## src/rtl/mem_stage_pkg.sv

```systemverilog
// mem_stage_pkg
//   Shared definitions for the M-stage load/store unit: Funct3 access-size
//   codes, FSM state encoding, byte-enable patterns and a misalignment helper.
package mem_stage_pkg;

  // Funct3 access size / sign codes; codes not listed here are handled as word.
  localparam logic [2:0] F3_B  = 3'b000;
  localparam logic [2:0] F3_H  = 3'b001;
  localparam logic [2:0] F3_W  = 3'b010;
  localparam logic [2:0] F3_BU = 3'b100;
  localparam logic [2:0] F3_HU = 3'b101;

  // Byte-enable base patterns, shifted into lane position by the aligner.
  localparam logic [3:0] BE_NONE = 4'b0000;
  localparam logic [3:0] BE_BYTE = 4'b0001;
  localparam logic [3:0] BE_HALF = 4'b0011;
  localparam logic [3:0] BE_WORD = 4'b1111;

  typedef enum logic [1:0] {
    ST_IDLE   = 2'd0,
    ST_ACCESS = 2'd1,
    ST_DONE   = 2'd2
  } mem_state_e;

  // Halfwords must sit on an even byte address and words on a word boundary;
  // byte accesses can never be misaligned.
  function automatic logic is_misaligned(input logic [2:0] funct3,
                                         input logic [1:0] addr_lo);
    logic mis;
    case (funct3)
      F3_B, F3_BU: mis = 1'b0;
      F3_H, F3_HU: mis = addr_lo[0];
      default:     mis = (addr_lo != 2'b00);
    endcase
    return mis;
  endfunction

endpackage

```

## src/rtl/mem_lane_align.sv

```systemverilog
// mem_lane_align
//   Purely combinational byte-lane steering for the M stage.
//   Store side: replicates store data across lanes and builds byte enables
//   from the access size and low address bits (also used for reads).
//   Load side: picks the addressed byte/halfword out of the read word and
//   sign- or zero-extends it.
// Ports
//   st_funct3  in  3   size/sign of the access being issued
//   st_addr_lo in  2   low address bits of the access being issued
//   st_data    in  32  LSB-aligned store data
//   st_wdata   out 32  lane-replicated store data
//   st_be      out 4   byte enables
//   ld_funct3  in  3   size/sign of the outstanding load
//   ld_addr_lo in  2   low address bits of the outstanding load
//   ld_rdata   in  32  raw word from memory
//   ld_data    out 32  extracted and extended load result
module mem_lane_align
  import mem_stage_pkg::*;
(
  input  logic [2:0]  st_funct3,
  input  logic [1:0]  st_addr_lo,
  input  logic [31:0] st_data,
  output logic [31:0] st_wdata,
  output logic [3:0]  st_be,
  input  logic [2:0]  ld_funct3,
  input  logic [1:0]  ld_addr_lo,
  input  logic [31:0] ld_rdata,
  output logic [31:0] ld_data
);

  logic [7:0]  ld_byte;
  logic [15:0] ld_half;

  always_comb begin
    st_wdata = st_data;
    st_be    = BE_WORD;
    case (st_funct3)
      F3_B, F3_BU: begin
        st_wdata = {4{st_data[7:0]}};
        st_be    = BE_BYTE << st_addr_lo;
      end
      F3_H, F3_HU: begin
        st_wdata = {2{st_data[15:0]}};
        // a[0] is ignored here; trapping (when enabled) happens upstream.
        st_be    = BE_HALF << {st_addr_lo[1], 1'b0};
      end
      default: begin
        st_wdata = st_data;
        st_be    = BE_WORD;
      end
    endcase
  end

  always_comb begin
    case (ld_addr_lo)
      2'd0:    ld_byte = ld_rdata[7:0];
      2'd1:    ld_byte = ld_rdata[15:8];
      2'd2:    ld_byte = ld_rdata[23:16];
      default: ld_byte = ld_rdata[31:24];
    endcase
    ld_half = ld_addr_lo[1] ? ld_rdata[31:16] : ld_rdata[15:0];
  end

  always_comb begin
    case (ld_funct3)
      F3_B:    ld_data = {{24{ld_byte[7]}}, ld_byte};
      F3_BU:   ld_data = {24'h000000, ld_byte};
      F3_H:    ld_data = {{16{ld_half[15]}}, ld_half};
      F3_HU:   ld_data = {16'h0000, ld_half};
      default: ld_data = ld_rdata;
    endcase
  end

endmodule

```

## src/rtl/mem_access_stage.sv

```systemverilog
// mem_access_stage
//   M-stage load/store unit. Captures an access from the EX/MEM register,
//   issues it on a ready/valid data-memory port, stalls the pipeline until
//   the memory answers (or a wait timeout fires) and presents the extended
//   load result for the MEM/WB register.
//   Optional build macro MEM_MISALIGN_TRAP_EN: misaligned H/W accesses are
//   not issued; MisalignM pulses instead. Without it MisalignM is 0 and low
//   address bits below the access size are ignored.
// Parameters
//   MAX_WAIT     cycles allowed in ACCESS without dmem_ready (1..255)
// Ports
//   clk, reset                 clock / async active-low reset
//   MemReadM, MemWriteM        load / store present in M
//   Funct3M, ALUResultM        size/sign code, byte address
//   WriteDataM                 LSB-aligned store data
//   dmem_req/we/addr/wdata/be  memory request (held stable while pending)
//   dmem_ready, dmem_rdata     memory completion and read data
//   ReadDataM                  extended load result, valid in DONE
//   StallM                     pipeline freeze
//   BusErrM, MisalignM         one-cycle error pulses in DONE
//
// state  | meaning
// IDLE   | no access in flight; a new load/store here stalls and is captured
// ACCESS | request on the bus, waiting for dmem_ready or timeout
// DONE   | one cycle: stall released, result/error flags valid
module mem_access_stage
  import mem_stage_pkg::*;
#(
  parameter int MAX_WAIT = 255
) (
  input  logic        clk,
  input  logic        reset,
  input  logic        MemReadM,
  input  logic        MemWriteM,
  input  logic [2:0]  Funct3M,
  input  logic [31:0] ALUResultM,
  input  logic [31:0] WriteDataM,
  output logic        dmem_req,
  output logic        dmem_we,
  output logic [31:0] dmem_addr,
  output logic [31:0] dmem_wdata,
  output logic [3:0]  dmem_be,
  input  logic        dmem_ready,
  input  logic [31:0] dmem_rdata,
  output logic [31:0] ReadDataM,
  output logic        StallM,
  output logic        BusErrM,
  output logic        MisalignM
);

`ifdef MEM_MISALIGN_TRAP_EN
  localparam bit TrapEn = 1'b1;
`else
  localparam bit TrapEn = 1'b0;
`endif

  localparam logic [7:0] WaitLast = 8'(MAX_WAIT - 1);

  mem_state_e  state;
  logic [7:0]  wait_cnt;
  logic [2:0]  funct3_q;
  logic [1:0]  addr_lo_q;
  logic        misalign_q;
  logic        access_m;
  logic        misaligned;
  logic [31:0] st_wdata;
  logic [3:0]  st_be;
  logic [31:0] ld_data;

  assign access_m   = MemReadM | MemWriteM;
  assign misaligned = TrapEn & is_misaligned(Funct3M, ALUResultM[1:0]);

  // The stall must be visible in the same cycle the access appears, so it
  // is decoded from state and inputs rather than registered. Gated by reset
  // so the pipeline is never frozen while the unit is held in reset.
  assign StallM = reset & (((state == ST_IDLE) & access_m) | (state == ST_ACCESS));

  assign MisalignM = TrapEn & misalign_q;

  mem_lane_align u_align (
    .st_funct3  (Funct3M),
    .st_addr_lo (ALUResultM[1:0]),
    .st_data    (WriteDataM),
    .st_wdata   (st_wdata),
    .st_be      (st_be),
    .ld_funct3  (funct3_q),
    .ld_addr_lo (addr_lo_q),
    .ld_rdata   (dmem_rdata),
    .ld_data    (ld_data)
  );

  always_ff @(posedge clk or negedge reset) begin
    if (!reset) begin
      state      <= ST_IDLE;
      dmem_req   <= 1'b0;
      dmem_we    <= 1'b0;
      dmem_addr  <= '0;
      dmem_wdata <= '0;
      dmem_be    <= BE_NONE;
      ReadDataM  <= '0;
      wait_cnt   <= '0;
      funct3_q   <= F3_W;
      addr_lo_q  <= 2'b00;
      BusErrM    <= 1'b0;
      misalign_q <= 1'b0;
    end else begin
      BusErrM    <= 1'b0;
      misalign_q <= 1'b0;
      case (state)
        ST_IDLE: begin
          if (access_m) begin
            if (misaligned) begin
              // Trapped access never reaches the bus.
              ReadDataM  <= '0;
              misalign_q <= 1'b1;
              state      <= ST_DONE;
            end else begin
              dmem_req   <= 1'b1;
              dmem_we    <= MemWriteM;   // store wins if both are set
              dmem_addr  <= {ALUResultM[31:2], 2'b00};
              dmem_wdata <= st_wdata;
              dmem_be    <= st_be;
              funct3_q   <= Funct3M;
              addr_lo_q  <= ALUResultM[1:0];
              wait_cnt   <= '0;
              state      <= ST_ACCESS;
            end
          end
        end
        ST_ACCESS: begin
          if (dmem_ready) begin
            dmem_req <= 1'b0;
            if (!dmem_we) begin
              ReadDataM <= ld_data;
            end
            state <= ST_DONE;
          end else if (wait_cnt == WaitLast) begin
            dmem_req  <= 1'b0;
            ReadDataM <= '0;
            BusErrM   <= 1'b1;
            state     <= ST_DONE;
          end else begin
            wait_cnt <= wait_cnt + 8'd1;
          end
        end
        ST_DONE: begin
          // EX/MEM advances this cycle; the old access is never re-issued.
          state <= ST_IDLE;
        end
        default: begin
          dmem_req <= 1'b0;
          state    <= ST_IDLE;
        end
      endcase
    end
  end

endmodule

```

## config.mk

```make
export PLATFORM = sky130hd
export DESIGN_NAME = mem_access_stage
export DESIGN_NICKNAME = d
export VERILOG_FILES = /design/src/rtl/mem_stage_pkg.sv /design/src/rtl/mem_lane_align.sv /design/src/rtl/mem_access_stage.sv
export SDC_FILE = /design/constraint.sdc
export NUM_CORES = 1
export LEC_CHECK = 0
export BUFFER_PORTS_ARGS = -buffer_cell sky130_fd_sc_hd__buf_2
export CAP_MARGIN = 20
export CORE_MARGIN = 2
export CORE_UTILIZATION = 53
export CTS_CLUSTER_DIAMETER = 150
export CTS_CLUSTER_SIZE = 16
export DETAILED_ROUTE_END_ITERATION = 10
export PLACE_DENSITY = 0.87
export SYNTH_ARGS = -nofsm -noshare
export SYNTH_HDL_FRONTEND = slang
export SYNTH_SLANG_ARGS = --single-unit
```

## constraint.sdc

```tcl
create_clock -name clk -period 2.65 [get_ports clk]
set_input_delay 0.1325 -clock clk [delete_from_list [all_inputs] [get_ports clk]]
set_output_delay 0.1325 -clock clk [all_outputs]
set_load 0.01 [all_outputs]
```

==> results_dict.tcl <==
set metrics [dict create \
    cts_root_buf "clkbuf_8" \
    timing.hold.ws_ps 8.72 \
    die_width_um 105 \
    crit_path_start_kind "flip-flop" \
    worst_pin_slew_ps 671 \
    place_area_um2 6520 \
    synth.top_cell.area_share 0.535 \
    synth_xor_area_frac 0.00325 \
    tritoncts "built" \
    synth_area_leaders "dfrtp_1 (53%), nand2_1 (12%), mux2i_1 (6.0%), o21ai_0 (3.9%), nand2b_1 (3.5%)" \
    synth_area_per_cell_um2 9.72 \
    cts_buffers 17 \
    crit_fanout 40 \
    vias 5608 \
    yosysWarningCount 0 \
    synthToLayoutAreaGrowth_pct 51.7 \
    yosys.area.top_type "dfrtp_1" \
    synth-compound-area-share 0.140 \
    overflow 0 \
    muxShareOfSynthArea 0.0735 \
    io_buffers 205 \
    cellPowerDensity_nw_per_um2 1140 \
    fin_skew_ps 12.4 \
    clock_sinks 116 \
    ios 209 \
    finalInstanceArea_um2 8160 \
    antenna_found_initial 2 \
    crit_type "flip-flop to output port" \
    ys_ff_latch 116 \
    cp.arrival_ps 2130 \
    fp.dieH_um 105 \
    design.die.area_um2 11000 \
    row_count 36 \
    grt_pass1_vias 5906 \
    clock_latency_ps 530 \
    worst_r2r_path_depth 7 \
    async_flop_share 1.00 \
    core_um2 9820 \
    maxCapViolations 0 \
    timing.final.ws_setup_ps 391 \
    synthFlopType "dfrtp_1" \
    place_inst 866 \
    final-setup-viol-count 0 \
    place_congestion 0.852 \
    synth_adder_area_share 0.00465 \
    worst_r2r_endpoint "ReadDataM[25]$_DFFE_PN0P_" \
    cts-resized-gates 0 \
    slowest_delay_ps 420 \
    rsz0062_at_grt "false" \
    clk_pin_slew_ps 60 \
    drv_slew 0 \
    finalCritPeriodShare 0.852 \
    crit_slowest_cell "dfrtp_1" \
    synth_edf_count 0 \
    setup_tns_ps 0 \
    drive_gt1_frac 0.300 \
    synth.yosys.seq_area_share 0.540 \
    leakage_uw 0.00416 \
    synth_common_cells "nand2_1 (169), dfrtp_1 (115), o21ai_0 (42)" \
    dp_slack_ps 577 \
    post-route-min-period_ps 2260 \
    synth_cell_types 46 \
    grt_pass1_wl_mm 30.5 \
    required_ps 2520 \
    wl_per_cell_um 18.8 \
    crit_start "state[0]$_DFFE_PN0P_" \
    hold_viol 0 \
    reg2reg_slack_ps 640 \
    hp-class "input port to flip-flop" \
    synth_top_family_by_area "simple AND/OR/NAND/NOR gates" \
    wirelength_mm 18.8 \
    postRouteAntennaNets 0 \
    cp-endpoint "StallM" \
    drtPass1Iterations 5 \
    drtIter0Drc 480 \
    timing.rr.start "wait_cnt[0]$_DFFE_PN0P_" \
    clock_path_buffers 2 \
    cp_cell_sequence "nor2_1 -> o21ai_4 -> buf_12 -> a21boi_0 -> buf_2" \
    synthSimpleGateAreaFrac 0.202 \
    grt_usage 0.355 \
    synthMostInstantiatedCell "nand2_1" \
    syn_area_um2 5380 \
    grt_max_degree 117 \
    status "complete, no violations" \
    post-dp-hpwl_mm 9.98 \
    postSynthCellCount 554 \
    slew_headroom 0.550 \
    avgViaCountPerCell 5.60 \
    drc 0 \
    start_util 0.548 \
    htreeDepth 4 \
    finalNonFillerCells 1001 \
    vdd_drop_max_mv 0.815 \
    nets 959 \
    endpoint_kind "output port" \
    timing.fmax_ghz 0.443 \
]
-- per-stage QoR --
step,power (uW),util
after floorplan,5100,-
after global placement,6280,0.663
after detailed placement,6440,0.663
after CTS,9030,0.828
after global routing,9790,0.831
final,9290,0.831
-- final cells by class --
class	instances	area, um^2
flip-flops and latches	116	2900
multi-input cells	398	2310
repair buffers	314	2130
fillers	505	1660
clock buffers	22	443
clock inverters	10	179
well taps	133	166
inverters	6	22.5
diodes	2	5.00
-- kinds of logic (layout without fill, tap and decap cells) --
| logic type | Yosys count | in the layout |
|---|---|---|
| mux | 38 | 38 |
| flops | 116 | 116 |
| buf+inv | 42 | 352 |
| fa+ha+maj | 2 | 2 |
| simple gates | 242 | 242 |
| compound gates | 111 | 111 |
| xor+xnor | 2 | 2 |
| other cells | 1 | 5 |
-- per-layer routing --
metal	global-route usage	vias to the layer above	wire length, um
li1	-	2479	-
met1	0.394	2682	6650
met2	0.609	354	9630
met3	0.101	93	1500
met4	0.204	0	997
met5	0	-	0
-- cells in the final DEF, fill, tap and decap left out, drive strengths merged, types with 3 or more instances in the layout --
master	count
o21ai	47
a22o	17
buf	214
o211ai	4
clkinv	5
nand3	5
a32o	8
a21oi	17
mux2i	32
bufinv	5
nor2	17
clkbuf	22
dlygate4sd3	100
nor3b	3
inv	6
o2bb2ai	8
conb	3
nand2	169
nand2b	31
or3	4
mux2	6
nor2b	6
dfrtp	115
-- sequential cells by signal, indices dropped and copies added (netlist names) --
signal and count:
dmem_be 4, ReadDataM 32, state 2, dmem_req 1, dmem_we 1, funct3_q 3
addr_lo_q 2, dmem_addr 30, wait_cnt 8, BusErrM 1, dmem_wdata 32
-- timing repair --
| action | CTS | global route |
|---|---|---|
| buffers inserted | 0 | 0 |
| hold buffers | 99 | 1 |
| setup endpoints to repair | 0 | 0 |
| endpoints found under the hold margin | 215 | 1 |
-- worst max-delay path, delay by kind of cell (launching register included) --
family / cells / cell delay (ps)
buffers and inverters: 2 / 400
flip-flops: 1 / 420
AO/OA/AOI/OAI: 2 / 400
AND/OR/NAND/NOR: 1 / 360
-- where the power goes --
group	switching (uW)	internal [uW]	leakage (uW)
logic	2150	1500	0.00240
clock network	807	1640	0.000307
registers	612	2580	0.00145
-- worst min-delay path by stage --
| stage | start | end | slack, ps | depth (start not counted) |
|---|---|---|---|---|
| finish | dmem_rdata[10] | ReadDataM[10]$_DFFE_PN0P_ | 9 | 3 |
| CTS | dmem_rdata[10] | ReadDataM[10]$_DFFE_PN0P_ | 2 | 3 |
| detailed placement | reset | dmem_be[2]$_DFFE_PN0P_ | 300 | 2 |
| global placement | reset | funct3_q[0]$_DFFE_PN0P_ | 290 | 2 |
| floorplan | reset | BusErrM$_DFF_PN0_ | -160 | 0 |
| global route | dmem_rdata[10] | ReadDataM[10]$_DFFE_PN0P_ | 20 | 3 |
Note: power is estimated with default switching activity, not from simulation.
